### src/rtl/abc_seq_if.sv
`default_nettype none
// ============================================================================
// Module   : abc_seq_if
// Purpose  : Handshake and datapath bundle between the ABC sequencer, the
//            key source, the keystream core and the keystream consumer.
// Signals  : key_valid/key_ready/key_data  seed word stream into sequencer
//            core_load/core_seed/core_en   control towards keystream core
//            core_ks                       current core keystream output
//            ks_valid/ks_ready/ks_data     keystream stream to consumer
//            pt_data                       plaintext word (ABC_SEQ_XOR_EN only)
// Modports : master = sequencer side, slave = environment side
// Config   : ABC_SEQ_XOR_EN adds pt_data
// Revision : 1.0 - initial release
// ============================================================================
interface abc_seq_if #(
  parameter int WIDTH = 32
);
  logic             key_valid;
  logic             key_ready;
  logic [WIDTH-1:0] key_data;
  logic             core_load;
  logic [WIDTH-1:0] core_seed;
  logic             core_en;
  logic [WIDTH-1:0] core_ks;
  logic             ks_valid;
  logic             ks_ready;
  logic [WIDTH-1:0] ks_data;
`ifdef ABC_SEQ_XOR_EN
  logic [WIDTH-1:0] pt_data;
`endif

  modport master (
`ifdef ABC_SEQ_XOR_EN
    input  pt_data,
`endif
    input  key_valid, key_data, core_ks, ks_ready,
    output key_ready, core_load, core_seed, core_en, ks_valid, ks_data
  );

  modport slave (
`ifdef ABC_SEQ_XOR_EN
    output pt_data,
`endif
    output key_valid, key_data, core_ks, ks_ready,
    input  key_ready, core_load, core_seed, core_en, ks_valid, ks_data
  );
endinterface
`default_nettype wire

### src/rtl/abc_seq.sv
`default_nettype none
// ============================================================================
// Module   : abc_seq
// Purpose  : Sequencer for the ABC keystream core. Loads KEY_WORDS seed
//            words, runs WARMUP discarded core steps, then streams msg_len
//            keystream words to a consumer, stalling the core on
//            back-pressure.
// Ports    : clock    rising-edge clock
//            reset    asynchronous active-low reset
//            start    session request, sampled only while idle
//            msg_len  number of keystream words, latched with start
//            busy     high whenever not idle
//            done     one-cycle pulse closing a session
//            bus      abc_seq_if.master (key, core and keystream signals)
// Config   : ABC_SEQ_XOR_EN - when defined, ks_data = core_ks ^ pt_data
// Revision : 1.0 - initial release
// ============================================================================
module abc_seq #(
  parameter int WIDTH     = 32,
  parameter int KEY_WORDS = 4,
  parameter int WARMUP    = 32,
  parameter int LEN_W     = 16
) (
  input  wire logic             clock,
  input  wire logic             reset,
  input  wire logic             start,
  input  wire logic [LEN_W-1:0] msg_len,
  output logic                  busy,
  output logic                  done,
  abc_seq_if.master             bus
);

  // One counter serves both the seed-word count and the warm-up count.
  localparam int c_CNT_MAX = (KEY_WORDS > WARMUP) ? KEY_WORDS : WARMUP;
  localparam int c_CNT_W   = $clog2(c_CNT_MAX + 1);
  localparam logic [c_CNT_W-1:0] c_KEY_LAST  = c_CNT_W'(KEY_WORDS - 1);
  localparam logic [c_CNT_W-1:0] c_WARM_LAST = c_CNT_W'((WARMUP > 0) ? WARMUP - 1 : 0);

  typedef enum logic [2:0] {
    S_IDLE   = 3'd0,
    S_LOAD   = 3'd1,
    S_WARMUP = 3'd2,
    S_RUN    = 3'd3,
    S_DONE   = 3'd4
  } state_t;

  // With no warm-up the last seed word leads straight into streaming.
  localparam state_t c_AFTER_LOAD = (WARMUP == 0) ? S_RUN : S_WARMUP;

  state_t             r_state;
  state_t             w_next;
  logic [c_CNT_W-1:0] r_cnt;
  logic [LEN_W-1:0]   r_remain;
  logic               r_ks_valid;
  logic [WIDTH-1:0]   r_ks_data;
  logic               r_done;

  logic               w_accept;
  logic               w_fire;
  logic               w_hs;
  logic               w_drained;
  logic               w_core_load;
  logic               w_core_en;
  logic [WIDTH-1:0]   w_ks_word;

`ifdef ABC_SEQ_XOR_EN
  assign w_ks_word = bus.core_ks ^ bus.pt_data;
`else
  assign w_ks_word = bus.core_ks;
`endif

  assign w_hs = r_ks_valid & bus.ks_ready;
  // Output register can take a new word (empty, or being emptied this cycle).
  assign w_drained = ~r_ks_valid | bus.ks_ready;

  always_comb begin
    w_next      = r_state;
    w_accept    = 1'b0;
    w_fire      = 1'b0;
    w_core_load = 1'b0;
    w_core_en   = 1'b0;
    case (r_state)
      S_IDLE: begin
        if (start) w_next = S_LOAD;
      end
      S_LOAD: begin
        w_accept    = bus.key_valid;
        w_core_load = bus.key_valid;
        if (w_accept && (r_cnt == c_KEY_LAST)) w_next = c_AFTER_LOAD;
      end
      S_WARMUP: begin
        w_core_en = 1'b1;
        if (r_cnt == c_WARM_LAST) w_next = S_RUN;
      end
      S_RUN: begin
        w_fire    = (r_remain != '0) & w_drained;
        w_core_en = w_fire;
        if ((r_remain == '0) && w_drained) w_next = S_DONE;
      end
      S_DONE: begin
        w_next = S_IDLE;
      end
      default: begin
        w_next = S_IDLE;
      end
    endcase
  end

  always_ff @(posedge clock or negedge reset) begin
    if (!reset) begin
      r_state    <= S_IDLE;
      r_cnt      <= '0;
      r_remain   <= '0;
      r_ks_valid <= 1'b0;
      r_ks_data  <= '0;
      r_done     <= 1'b0;
    end else begin
      r_state <= w_next;
      // done trails the DONE state by one register stage
      r_done  <= (r_state == S_DONE);

      if ((r_state == S_IDLE) && start) r_remain <= msg_len;

      if (r_state == S_LOAD) begin
        if (w_accept) r_cnt <= (r_cnt == c_KEY_LAST) ? '0 : r_cnt + 1'b1;
      end else if (r_state == S_WARMUP) begin
        r_cnt <= (r_cnt == c_WARM_LAST) ? '0 : r_cnt + 1'b1;
      end

      if (w_fire) begin
        r_ks_data  <= w_ks_word;
        r_ks_valid <= 1'b1;
        r_remain   <= r_remain - 1'b1;
      end else if (w_hs) begin
        r_ks_valid <= 1'b0;
      end
    end
  end

  assign busy          = (r_state != S_IDLE);
  assign done          = r_done;
  assign bus.key_ready = (r_state == S_LOAD);
  assign bus.core_load = w_core_load;
  assign bus.core_seed = (r_state == S_LOAD) ? bus.key_data : '0;
  assign bus.core_en   = w_core_en;
  assign bus.ks_valid  = r_ks_valid;
  assign bus.ks_data   = r_ks_data;

endmodule
`default_nettype wire

### src/flat_wrapper.sv
// flat-port wrapper written by rule: the top's interface ports become plain ports
module abc_seq_flat 
#(
  parameter int WIDTH     = 32,
  parameter int KEY_WORDS = 4,
  parameter int WARMUP    = 32,
  parameter int LEN_W     = 16
)
  (clock, reset, start, msg_len, busy, done, bus_key_valid, bus_key_data, bus_core_ks, bus_ks_ready, bus_key_ready, bus_core_load, bus_core_seed, bus_core_en, bus_ks_valid, bus_ks_data);
  abc_seq_if #(.WIDTH(WIDTH)) bus_i ();
  input  wire logic clock;
  input  wire logic reset;
  input  wire logic start;
  input  wire logic [LEN_W-1:0] msg_len;
  output logic busy;
  output logic done;
  input wire logic [$bits(bus_i.key_valid)-1:0] bus_key_valid;
  input wire logic [$bits(bus_i.key_data)-1:0] bus_key_data;
  input wire logic [$bits(bus_i.core_ks)-1:0] bus_core_ks;
  input wire logic [$bits(bus_i.ks_ready)-1:0] bus_ks_ready;
  output wire logic [$bits(bus_i.key_ready)-1:0] bus_key_ready;
  output wire logic [$bits(bus_i.core_load)-1:0] bus_core_load;
  output wire logic [$bits(bus_i.core_seed)-1:0] bus_core_seed;
  output wire logic [$bits(bus_i.core_en)-1:0] bus_core_en;
  output wire logic [$bits(bus_i.ks_valid)-1:0] bus_ks_valid;
  output wire logic [$bits(bus_i.ks_data)-1:0] bus_ks_data;
  assign bus_i.key_valid = bus_key_valid;
  assign bus_i.key_data = bus_key_data;
  assign bus_i.core_ks = bus_core_ks;
  assign bus_i.ks_ready = bus_ks_ready;
  assign bus_key_ready = bus_i.key_ready;
  assign bus_core_load = bus_i.core_load;
  assign bus_core_seed = bus_i.core_seed;
  assign bus_core_en = bus_i.core_en;
  assign bus_ks_valid = bus_i.ks_valid;
  assign bus_ks_data = bus_i.ks_data;
  abc_seq #(.WIDTH(WIDTH), .KEY_WORDS(KEY_WORDS), .WARMUP(WARMUP), .LEN_W(LEN_W)) u_core (.clock(clock), .reset(reset), .start(start), .msg_len(msg_len), .busy(busy), .done(done), .bus(bus_i));
endmodule
### config.mk
export PLATFORM = sky130hd
export DESIGN_NAME = abc_seq_flat
export DESIGN_NICKNAME = d
export VERILOG_FILES = /design/src/rtl/abc_seq_if.sv /design/src/rtl/abc_seq.sv /design/src/flat_wrapper.sv
export SDC_FILE = /design/constraint.sdc
export NUM_CORES = 1
export LEC_CHECK = 0
export ABC_AREA = 1
export CAP_MARGIN = 15
export CELL_PAD_IN_SITES_DETAIL_PLACEMENT = 1
export CELL_PAD_IN_SITES_GLOBAL_PLACEMENT = 2
export CORE_UTILIZATION = 22
export DETAILED_ROUTE_END_ITERATION = 6
export HOLD_SLACK_MARGIN = 0.05
export PLACE_DENSITY = 0.88
export SLEW_MARGIN = 20
export SYNTH_ARGS = -nofsm -noshare
export SYNTH_HDL_FRONTEND = slang
export SYNTH_SLANG_ARGS = --single-unit
### constraint.sdc
create_clock -name clock -period 2.55 [get_ports clock]
set_input_delay 0.3825 -clock clock [delete_from_list [all_inputs] [get_ports clock]]
set_output_delay 0.3825 -clock clock [all_outputs]
set_load 0.005 [all_outputs]
After elaboration in Yosys (flattened, before gate mapping)
Cells that the tools add are included.
Operators by class
  $add $sub $neg: 2
  equality and inequality tests: 11
  mux-type cells: 18
  bitwise operators: 4
  reductions and logical operators: 12
Operators with widths (number)
  $mux W16: 2
  $mux W32: 1
  $mux W6: 5
  $logic_not A16 Y1: 1
  $reduce_bool A16 Y1: 1
  $sub A16 B1 Y16 const B: 1
  $mux W3: 4
  $pmux W3 S4: 1
  $add A6 B1 Y6 const B: 1
  $eq A3 B2 Y1 const B: 2
  $eq A6 B2 Y1 const B: 1
  $eq A6 B5 Y1 const B: 1
  $ne A2 B1 Y1 const B: 3
  $reduce_bool A2 Y1: 3
  $mux W1: 4
  $ne A2 B2 Y1 const B: 2
  $reduce_and A4 Y1: 1
  $eq A3 B1 Y1 const B: 1
  $eq A3 B3 Y1 const B: 1
  $logic_and A1 B1 Y1: 3
  $logic_not A3 Y1: 1
  $reduce_bool A3 Y1: 1
  $and A1 B1 Y1: 2
  $pmux W1 S2: 1
  other kinds (3): 3
Storage, ports and cells
  flip-flop bits (word level): 59
  bits of input ports: 85

Longest topological paths before layout
Gate-level depths: netlist of run 1.
  depth after elaboration: 5
  depth in mapped cells: 11
  mapped depth without buffers: 10

Least setup slack after synthesis of run 1
No wires, ideal clock.
  kind: register to output
  from: register u_core.r_remain[0]
  to: output port bus_core_en
  data arrival time: 1.352 ns
  required time: 2.168 ns
  setup slack: 0.816 ns
  cell stages (with the launch flop): 9
  path through: dfrtp_1 > inv_1 > ha_1 > nand2_1 > nor2_4 > nand2_2 > nand2_4 > buf_2 > nand2_1
Between the ends
  cells in the longest elaborated chain, start to end: 3
Ends and longest elaborated chain
  start: declaration: RTL line abc_seq.sv:53  | logic [LEN_W-1:0] r_remain;
  start signal: assignment: RTL line abc_seq.sv:122  | if ((r_state == S_IDLE) && start) r_remain <= msg_len;
  start signal: assignment: RTL line abc_seq.sv:133  | r_remain <= r_remain - 1'b1;
  $reduce_bool A16 Y1: RTL line abc_seq.sv:96  | w_fire = (r_remain != '0) & w_drained;
  $and A1 B1 Y1: RTL line abc_seq.sv:96
  $pmux W1 S2: RTL line abc_seq.sv:82  | case (r_state)
  end: declaration: RTL line flat_wrapper.sv:24  | output wire logic [$bits(bus_i.core_en)-1:0] bus_core_en;
Every way passes these cells.

Worst setup path in the final report of run 1
Same ends and word-level chain as after synthesis.

==> out/results.ini, run 1 <==
[sta]
timing_hold_violations_final = 0
fmax_mhz = 410
setup_tns_ns = 0
relSlewSlack_pct = 67.3
rsz0062_at_grt = no
slew_violations = 0
timing.final.crit_share_pct = 95.7
final.min_clock_period_ns = 2.44
clock_skew_ns = 0.00831
setup_viol = 0
tightest_slew_ns = 0.488

[placed_design]
place_area_mm2 = 0.00498
port-buffer-count = 154
gp_congestion = 0.753
dp_cells = 796
hpwl_um = 8450

[clock_network]
cts_tree = built
cts_buffers = 9
clock_sinks = 59
clock_path_buffers = 2
clk_latency_ns = 0.33
h-tree-depth = 3
cts_resized = 0
cts_root_buffer = clkbuf_16
path_clk_slew_ns = 0.06

[finish]
final_layout_size_suffix_gt1_share_pct = 5.69
stdcell_area_mm2 = 0.00530
n_antenna_cell = 0
ff_latch_area_mm2 = 0.00148
area_delta_synth_final_pct = 63.4
multi_input_area_mm2 = 0.00144
utilization_pct = 37.4
final_nets = 715
instances_no_fill = 813
num-fill-cells = 1738

[global_routing]
grt_pass1_vias = 3761
grtUsageMet1_pct = 18.6
overflow = 0
grt_antenna_before_repair = 0
grt_use_met3_pct = 3.60
grt_max_degree = 55
grt_pass1_wl_um = 18100
grt_usage_pct = 15.2
gr-usage-met2_pct = 26.3
grt_busiest_layer = met2

[worst_setup_path]
cp-start-kind = flop
critical_path_required_ns = 2.17
endpoint_kind = output pin
reg2reg_slack_ns = 0.39
crit_fanout = 4
path_class = flop to output pin
cp.arrival_ns = 2.06

[power_and_ir_drop]
ir_worst_vdd_v = 0.000348
design_power_total_w = 0.00551
p_leak_nw = 2.61
cellPowerDensity_mw_per_mm2 = 1040

[synthesis]
synth_top_area_share_pct = 45.6
yosysTopAreaCell = dfrtp_1
synth_warnings = 0
seq_area_frac_synth_pct = 45.6
synth_edf_count = 0
postSynth.asyncResetShare_pct = 100
synth_area_leaders = dfrtp_1 (46%), nand2_1 (21%), nor2_1 (8.2%)
netlist_instances = 471
yosys-top-cells-count = nand2_1 (181), nor2_1 (71), inv_1 (61)
synth.distinct_cells = 30
avgSynthCellArea_um2 = 6.88
syn_area_mm2 = 0.00324
syn_nets = 558
synth-seq-cells = 59
synth.most_common_cell = nand2_1
ys.flop_type = dfrtp_1

[routing]
drt-wirelength-per-cell_um = 13.6
vias_per_cell = 4.21
drc = 0
ant_nets = 0
wirelength_um = 11100
first_pass_iters = 4
drt_iter0_drc = 101
vias = 3420

[floorplan]
num_rows = 43
fp.dieW_um = 123
die_h_um = 123
core_mm2 = 0.0141
fp.dieArea_mm2 = 0.0152
initial_utilization_pct = 22.9
io_pins = 155

[status]
status = completed

[job]
maxCapViolCount = 0

[min_path]
hold_class = flop to flop

area by class of cell:
type / count / area share [%]
clock inverter: 7 / 1.44
sequential: 59 / 27.9
clock buffer: 9 / 4.25
inverter: 66 / 4.68
tap: 180 / 4.25
timing repair buffer: 160 / 30.4
multi-input combinational: 332 / 27.1
cells by family (layout without fill, tap and decap cells):
family | Yosys count | count (layout) | synth area share (%)
flip-flops | 59 | 59 | 45.6
XOR/XNOR | 7 | 7 | 1.89
AND/OR/NAND/NOR | 297 | 297 | 37.3
buffers and inverters | 80 | 242 | 10.1
adder cells (fa/ha/maj) | 2 | 2 | 0.772
AO/OA/AOI/OAI | 26 | 26 | 4.40
where the power goes:
group / switching (W) / internal [W]
Combinational: 0.00126 / 0.00133
Sequential: 0.000340 / 0.00136
Clock: 0.000465 / 0.000762
per-stage QoR:
| stage | hold slack, ns | setup WS [ns] |
|---|---|---|
| floorplan | 0.0869 | 0.816 |
| global placement | 0.356 | 0.356 |
| detailed placement | 0.368 | 0.298 |
| CTS | 0.485 | 0.0684 |
| global route | 0.512 | 0.00470 |
| finish | 0.479 | 0.110 |
worst paths after layout:
check | start | endpoint | cells past startpoint
worst min-delay path | u_core.bus.ks_data[20] | u_core.bus.ks_data[20] | 2
worst max-delay path | u_core.r_remain[0] | bus_core_en | 8
worst max register to register | u_core.r_remain[0] | u_core.bus.ks_data[28] | 11
min in group asynchronous | reset | u_core.r_remain[5] | 2
max in group asynchronous | reset | u_core.bus.ks_data[18] | 3
worst min register to register | u_core.bus.ks_data[20] | u_core.bus.ks_data[20] | 2
flip-flops by register name, indices dropped and copies added, names as in the netlist:
signal and cells:
u_core.bus.ks_data 32, u_core.r_cnt 6, u_core.done 1, u_core.bus.ks_valid 1
u_core.r_state 3, u_core.r_remain 16
critical path, cell delays in order (launching register included):
cell and delay [ns]:
dfrtp_1 0.37, inv_1 0.11, ha_1 0.20, nand2_1 0.14, nor2_4 0.17, nand2_2 0.11
nand2_4 0.09, nand2_1 0.06, clkdlybuf4s50_1 0.47
layout by cell type, fill, tap and decap left out:
cell type and instances:
nand2_1 181, clkdlybuf4s50_1 153, inv_6 2, buf_4 3
dlygate4sd3_1 1, clkinv_4 1, xor2_1 7, inv_2 5
nand4_1 1, nor3_1 1, buf_12 2, clkbuf_16 9
o21a_1 1, o21ai_2 1, dfrtp_1 59, a21oi_1 4
or2_1 1, nand3_1 31, o21bai_1 2, o21ai_0 9
nand3b_1 1, clkinvlp_4 2, nor2_2 2, o21ai_1 8
nor2_1 71, and2_1 2, inv_1 61, buf_2 1
ha_1 2, bufinv_16 1, nand2_2 2, o22ai_1 1
nand2_4 1, clkinv_2 1, nand3_2 1, nor2_4 2
per-layer routing:
metal	vias up	routed length [um]
met2	64	5620
met1	1621	4810
met3	9	510
li1	1726	-
met4	0	116
met5	-	0
what timing repair did:
item                       CTS  global route
setup buffers                0             0
setup endpoints to repair    0             1
hold buffers                 1             0
hold endpoints to repair    17             0
No activity file was read; power rests on OpenSTA's default activity.
==> run 2: changes to the inputs <==
--- a/config.mk
+++ b/config.mk
@@ -9,6 +9,7 @@
 export CAP_MARGIN = 15
 export CELL_PAD_IN_SITES_DETAIL_PLACEMENT = 1
 export CELL_PAD_IN_SITES_GLOBAL_PLACEMENT = 2
+export CORE_MARGIN = 4
 export CORE_UTILIZATION = 22
 export DETAILED_ROUTE_END_ITERATION = 6
 export HOLD_SLACK_MARGIN = 0.05
==> out/results.ini, run 2 (synthesized netlist as in run 1, its figures left out) <==
[finish]
num-fill-cells = 1780  ; +2.4%
most-common-layout-cells = nand2_1 (180), clkdlybuf4s50_1 (153), nor2_1 (71)
final_nets = 718  ; +0.42%
largest_register_ffs = 32  ; unchanged
utilization_pct = 36.8  ; -0.64 points
ff_latch_area_mm2 = 0.00148  ; unchanged
area_delta_synth_final_pct = 64.4
multi_input_area_mm2 = 0.00144  ; +0.17%
final_layout_size_suffix_gt1_share_pct = 5.98  ; +0.30 points
n_antenna_cell = 0  ; unchanged
final_common_cell = nand2_1

[floorplan]
fp.dieArea_mm2 = 0.0167  ; +10%
initial_utilization_pct = 22.4  ; -0.52 points
die_h_um = 129  ; +4.9%
core_mm2 = 0.0145  ; +2.3%
fp.dieW_um = 129  ; +4.9%
num_rows = 44  ; +2.3%
io_pins = 155  ; unchanged

[min_path]
hold_class = flop to flop
min-delay-start = u_core.bus.ks_data[2]
hold_end = u_core.bus.ks_data[2]
hold_path_depth = 2  ; unchanged

[global_routing]
grt_antenna_before_repair = 0  ; unchanged
grt_pass1_vias = 3779  ; +0.48%
grt_pass1_wl_um = 18900  ; +4.6%
grt_usage_pct = 14.0  ; -1.2 points
overflow = 0  ; unchanged
grt_max_degree = 30  ; -45%

[worst_setup_path]
reg2reg_to = u_core.r_remain[1]
worstReg2RegStart = u_core.r_remain[0]
path_class = flop to output pin
cp-start-kind = flop
critical_path_required_ns = 2.17  ; about the same
crit_fanout = 4  ; unchanged
cp.arrival_ns = 2.02  ; -0.04 ns
endpoint_kind = output pin
reg2regPathDepth = 12  ; +1
reg2reg_slack_ns = 0.37  ; -0.02 ns

[power_and_ir_drop]
ir_worst_vdd_v = 0.000409  ; +17%
p_leak_nw = 2.63  ; +0.77%
cellPowerDensity_mw_per_mm2 = 1050  ; +0.69%

[routing]
wirelength_um = 11300  ; +2.3%
first_pass_iters = 4  ; unchanged
drt_iter0_drc = 132  ; +31%
drc = 0  ; unchanged
drt-wirelength-per-cell_um = 13.8  ; +1.6%
vias = 3424  ; +0.12%
vias_per_cell = 4.18  ; -0.62%
ant_nets = 0  ; unchanged

[sta]
fmax_mhz = 416  ; +1.6%
setup_tns_ns = 0  ; unchanged
setup_viol = 0  ; unchanged
timing_hold_violations_final = 0  ; unchanged
timing.final.crit_share_pct = 94.2  ; -1.5 points
relSlewSlack_pct = 62.4  ; -4.9 points
clock_skew_ns = 0.00928  ; +0.000968 ns
slew_violations = 0  ; unchanged
final.min_clock_period_ns = 2.40  ; -0.0379 ns
tightest_slew_ns = 0.561  ; +0.0728 ns
rsz0062_at_grt = no
worst_hold_slack_ns = 0.476  ; -0.00334 ns

[clock_network]
cts_buffers = 9  ; unchanged
clk_latency_ns = 0.32  ; about the same
cts_root_buffer = clkbuf_16
path_clk_slew_ns = 0.05  ; about the same
clock_path_buffers = 2  ; unchanged
cts_tree = built
h-tree-depth = 3  ; unchanged
clock_sinks = 59  ; unchanged

[job]
maxCapViolCount = 0  ; unchanged

[status]
status = completed

[placed_design]
gp_congestion = 0.787  ; +4.5%
hpwl_um = 8790  ; +4.0%
port-buffer-count = 154  ; unchanged

run 2: changes by cell type in the layout (fill, tap and decap cells not counted), sizes merged:
cell / before / now
clkinv: 2 / 0
buf: 6 / 9
clkbuf: 9 / 14
inv: 68 / 66
clkinvlp: 2 / 0
run 2: layout make-up:
type	instances	area share [%]
timing repair buffer	163	30.4
multi-input combinational	332	27.0
inverter	66	4.65
clock buffer	14	5.33
tap	184	4.32
sequential	59	27.7
clock inverter	1	0.564
run 2: worst max path at each step:
stage / start / endpoint / cells past startpoint
2_1_floorplan: u_core.r_remain[0] / bus_core_en / 8
3_3_place_gp: bus_ks_ready / bus_core_en / 6
3_5_place_dp: bus_ks_ready / bus_core_en / 6
4_1_cts: u_core.r_remain[0] / bus_core_en / 8
5_1_grt: u_core.r_remain[0] / bus_core_en / 8
6_report: u_core.r_remain[0] / bus_core_en / 8
run 2: timing repair:
action / in CTS / in global routing
setup buffers: 1 / 0
hold buffers: 1 / 0
endpoints found under the setup margin: 1 / 1
hold endpoints to repair: 19 / 0
pin swaps: 1 / 0
gates resized for setup: 0 / 1
run 2: layer usage:
| layer | track usage, % | vias up | share of wire, % |
|---|---|---|---|
| met5 | 0 | - | 0 |
| met4 | 3.52 | 0 | 0.95 |
| met3 | 4.20 | 7 | 6.4 |
| met2 | 24.1 | 79 | 51 |
| met1 | 17.1 | 1607 | 42 |
| li1 | - | 1731 | - |
run 2: where the power goes:
group	leakage, nW	internal [W]	total, W	switching, W
clock	0.155	0.000858	0.00127	0.000409
sequential	0.732	0.00136	0.00169	0.000336
combinational	1.74	0.00134	0.00262	0.00128
total	2.63	0.00356	0.00558	0.00203
run 2: through the flow:
stage                     total power [W]  setup WS (ns)  instances  cell area, um^2
after floorplan                   0.00291          0.816        471             3240
after global placement            0.00426          0.245        802             4990
after detailed placement          0.00436          0.250        802             4990
after CTS                         0.00569         0.0662        819             5320
after global routing              0.00609         0.0124        819             5330
final                             0.00558          0.148        819             5330
run 2: critical path, stage by stage (launching register included):
cell and delay [ns]:
dfrtp_1 0.37, inv_1 0.12, ha_1 0.21, nand2_2 0.11, nor2_4 0.16, nand2_2 0.11, nand2_4 0.09, nand2_1 0.06
clkdlybuf4s50_1 0.47
==> run 3: changes to the inputs <==
--- a/config.mk
+++ b/config.mk
@@ -7,14 +7,13 @@
 export LEC_CHECK = 0
 export ABC_AREA = 1
 export CAP_MARGIN = 15
-export CELL_PAD_IN_SITES_DETAIL_PLACEMENT = 1
-export CELL_PAD_IN_SITES_GLOBAL_PLACEMENT = 2
+export CELL_PAD_IN_SITES_DETAIL_PLACEMENT = 0
+export CELL_PAD_IN_SITES_GLOBAL_PLACEMENT = 1
 export CORE_MARGIN = 4
-export CORE_UTILIZATION = 22
+export CORE_UTILIZATION = 30
 export DETAILED_ROUTE_END_ITERATION = 6
 export HOLD_SLACK_MARGIN = 0.05
-export PLACE_DENSITY = 0.88
-export SLEW_MARGIN = 20
+export PLACE_DENSITY = 0.9
 export SYNTH_ARGS = -nofsm -noshare
 export SYNTH_HDL_FRONTEND = slang
 export SYNTH_SLANG_ARGS = --single-unit
==> out/results.ini, run 3 (synthesized netlist as in run 1, its figures left out) <==
[floorplan]
fp.dieW_um = 112  ; -13%
core_mm2 = 0.0104  ; -28%
fp.dieArea_mm2 = 0.0125  ; -25%
initial_utilization_pct = 31.1  ; +8.7 points
die_h_um = 112  ; -13%
io_pins = 155  ; unchanged
num_rows = 37  ; -16%

[power_and_ir_drop]
cellPowerDensity_mw_per_mm2 = 990  ; -5.5%
power.share.switching_pct = 37.9  ; +1.6 points
intPower_w = 0.00315  ; -11%
p_switching_w = 0.00193  ; -4.9%
p_seq_share_pct = 33.0  ; +2.7 points
p_comb_share_pct = 49.9  ; +2.9 points
pwr-share-clk_pct = 17.1  ; -5.6 points
p_leak_nw = 2.55  ; -3.0%
ir_worst_vdd_v = 0.000540  ; +32%

[sta]
clock_skew_ns = 0.0113  ; +0.00202 ns
timing_hold_violations_final = 0  ; unchanged
slew_violations = 0  ; unchanged
setup_tns_ns = 0  ; unchanged
rsz0062_at_grt = no
setup_viol = 0  ; unchanged
tightest_slew_ns = 0.692  ; +0.131 ns
relSlewSlack_pct = 53.8  ; -8.6 points
timing.final.crit_share_pct = 93.2  ; -0.99 points
final.min_clock_period_ns = 2.38  ; -0.0251 ns
worst_hold_slack_ns = 0.0614  ; -0.414 ns
fmax_mhz = 421  ; +1.1%

[finish]
area_delta_synth_final_pct = 58.4
final_nets = 715  ; -0.42%
multi_input_area_mm2 = 0.00144  ; +0.17%
most-common-layout-cells = nand2_1 (180), clkdlybuf4s50_1 (153), nor2_1 (71)
final_common_cell = nand2_1
stdcell_area_mm2 = 0.00513  ; -3.6%
num-fill-cells = 1012  ; -43%
n_antenna_cell = 0  ; unchanged
final_layout_size_suffix_gt1_share_pct = 6.16  ; +0.18 points
largest_register_ffs = 32  ; unchanged
ff_latch_area_mm2 = 0.00148  ; unchanged

[worst_setup_path]
slowest_delay_ns = 0.47  ; about the same
cp_cell_sequence = inv_1 -> ha_2 -> nand2_2 -> nor2_4 -> nand2_2 -> nand2_4 -> nand2_1 -> clkdlybuf4s50_1
endpoint_kind = output pin
cpMaxStageDelayCell = clkdlybuf4s50_1
crit_fanout = 4  ; unchanged
worstReg2RegStart = u_core.r_remain[0]
path_class = flop to output pin
reg2reg_slack_ns = 0.49  ; +0.12 ns
critical_path_required_ns = 2.17  ; about the same
crit_path_frequent_cell = nand2_2
reg2regPathDepth = 11  ; -1
cp-start-kind = flop
reg2reg_to = u_core.r_remain[14]
cp.arrival_ns = 1.99  ; -0.03 ns

[global_routing]
grt_usage_pct = 15.3  ; +1.3 points
overflow = 0  ; unchanged
grt_max_degree = 41  ; +37%
grt_pass1_vias = 3325  ; -12%
gr-usage-met2_pct = 25.0  ; +0.90 points
grt_pass1_wl_um = 15800  ; -17%
grt_antenna_before_repair = 0  ; unchanged
grt_busiest_layer = met2
grtUsageMet1_pct = 19.6  ; +2.4 points
grt_use_met3_pct = 5.49  ; +1.3 points

[clock_network]
path_clk_slew_ns = 0.07  ; +0.02 ns
cts_tree = built
h-tree-depth = 3  ; unchanged
clock_path_buffers = 2  ; unchanged
clk_latency_ns = 0.33  ; about the same
cts_root_buffer = clkbuf_8
cts_buffers = 9  ; unchanged
clock_sinks = 59  ; unchanged
hold_buffers = 0  ; -1

[min_path]
hold_class = primary input to asynchronous set/reset pin

[routing]
vias_per_cell = 4.32  ; +3.3%
ant_nets = 0  ; unchanged
wirelength_um = 9650  ; -15%
first_pass_iters = 5  ; +1
drc = 0  ; unchanged
drt-wirelength-per-cell_um = 12.5  ; -9.2%
drt_iter0_drc = 137  ; +3.8%
vias = 3321  ; -3.0%

[placed_design]
place_area_mm2 = 0.00492  ; -1.5%
port-buffer-count = 154  ; unchanged
hpwl_um = 7330  ; -17%
gp_congestion = 0.832  ; +5.8%

[job]
maxCapViolCount = 0  ; unchanged

[status]
status = completed

==> run 3: changes by cell type in the layout (fill, tap and decap cells not counted) <==
cell	change
ha_2	+1
clkinv_2	+1
buf_4	-2
clkinvlp_4	+4
ha_1	-1
clkbuf_8	+6
clkbuf_1	-1
dlygate4sd3_1	-1
clkbuf_16	-9
==> run 3: area by class of cell <==
class / instances / share of cell area (%)
multi-input cells: 332 / 28.1
inverters: 66 / 4.83
clock inverters: 6 / 1.27
repair buffers: 160 / 31.1
flip-flops and latches: 59 / 28.8
well taps: 136 / 3.32
clock buffers: 10 / 2.68
==> run 3: critical path: cells and delay by family, from the launching register on <==
kind	cells	cell delay, ns
buffers and inverters	2	0.58
and+or+nand+nor	5	0.50
DFF	1	0.38
adders and majority gates	1	0.21
==> run 3: power by group through the flow <==
stage	Sequential, W	Combinational, W	Clock, W
6_report	0.00168	0.00254	0.000869
2_1_floorplan	0.00164	0.00126	0
3_3_place_gp	0.00168	0.00251	0
4_1_cts	0.00168	0.00257	0.000901
3_5_place_dp	0.00167	0.00257	0
5_1_grt	0.00174	0.00287	0.000938
==> run 3: stage by stage <==
| step | setup WS [ns] | util (%) | power, W | cells |
|---|---|---|---|---|
| after detailed placement | 0.273 | 47.2 | 0.00424 | 752 |
| after CTS | 0.0898 | 49.2 | 0.00515 | 769 |
| after global routing | 0.0156 | 49.3 | 0.00555 | 769 |
| after global placement | 0.277 | 47.2 | 0.00419 | 752 |
| after floorplan | 0.816 | - | 0.00291 | 471 |
| final | 0.173 | 49.3 | 0.00508 | 769 |
==> run 3: per-layer routing <==
layer	share of wire, %	routed length (um)
met5	0	0
met4	1.1	109
met3	5.2	506
met2	49	4760
met1	44	4270
==> run 3: what timing repair did <==
action,4_1_cts,5_1_grt
setup buffers,1,0
pin swaps,1,0
setup endpoints to repair,1,1
gates resized for setup,0,2
==> run 3: worst max path at each step <==
stage / start / to / slack (ns)
floorplan: u_core.r_remain[0] / bus_core_en / 0.82
global placement: bus_ks_ready / bus_core_en / 0.28
detailed placement: bus_ks_ready / bus_core_en / 0.27
CTS: u_core.r_remain[0] / bus_core_en / 0.09
global route: u_core.r_remain[0] / bus_core_en / 0.02
finish: u_core.r_remain[0] / bus_core_en / 0.17
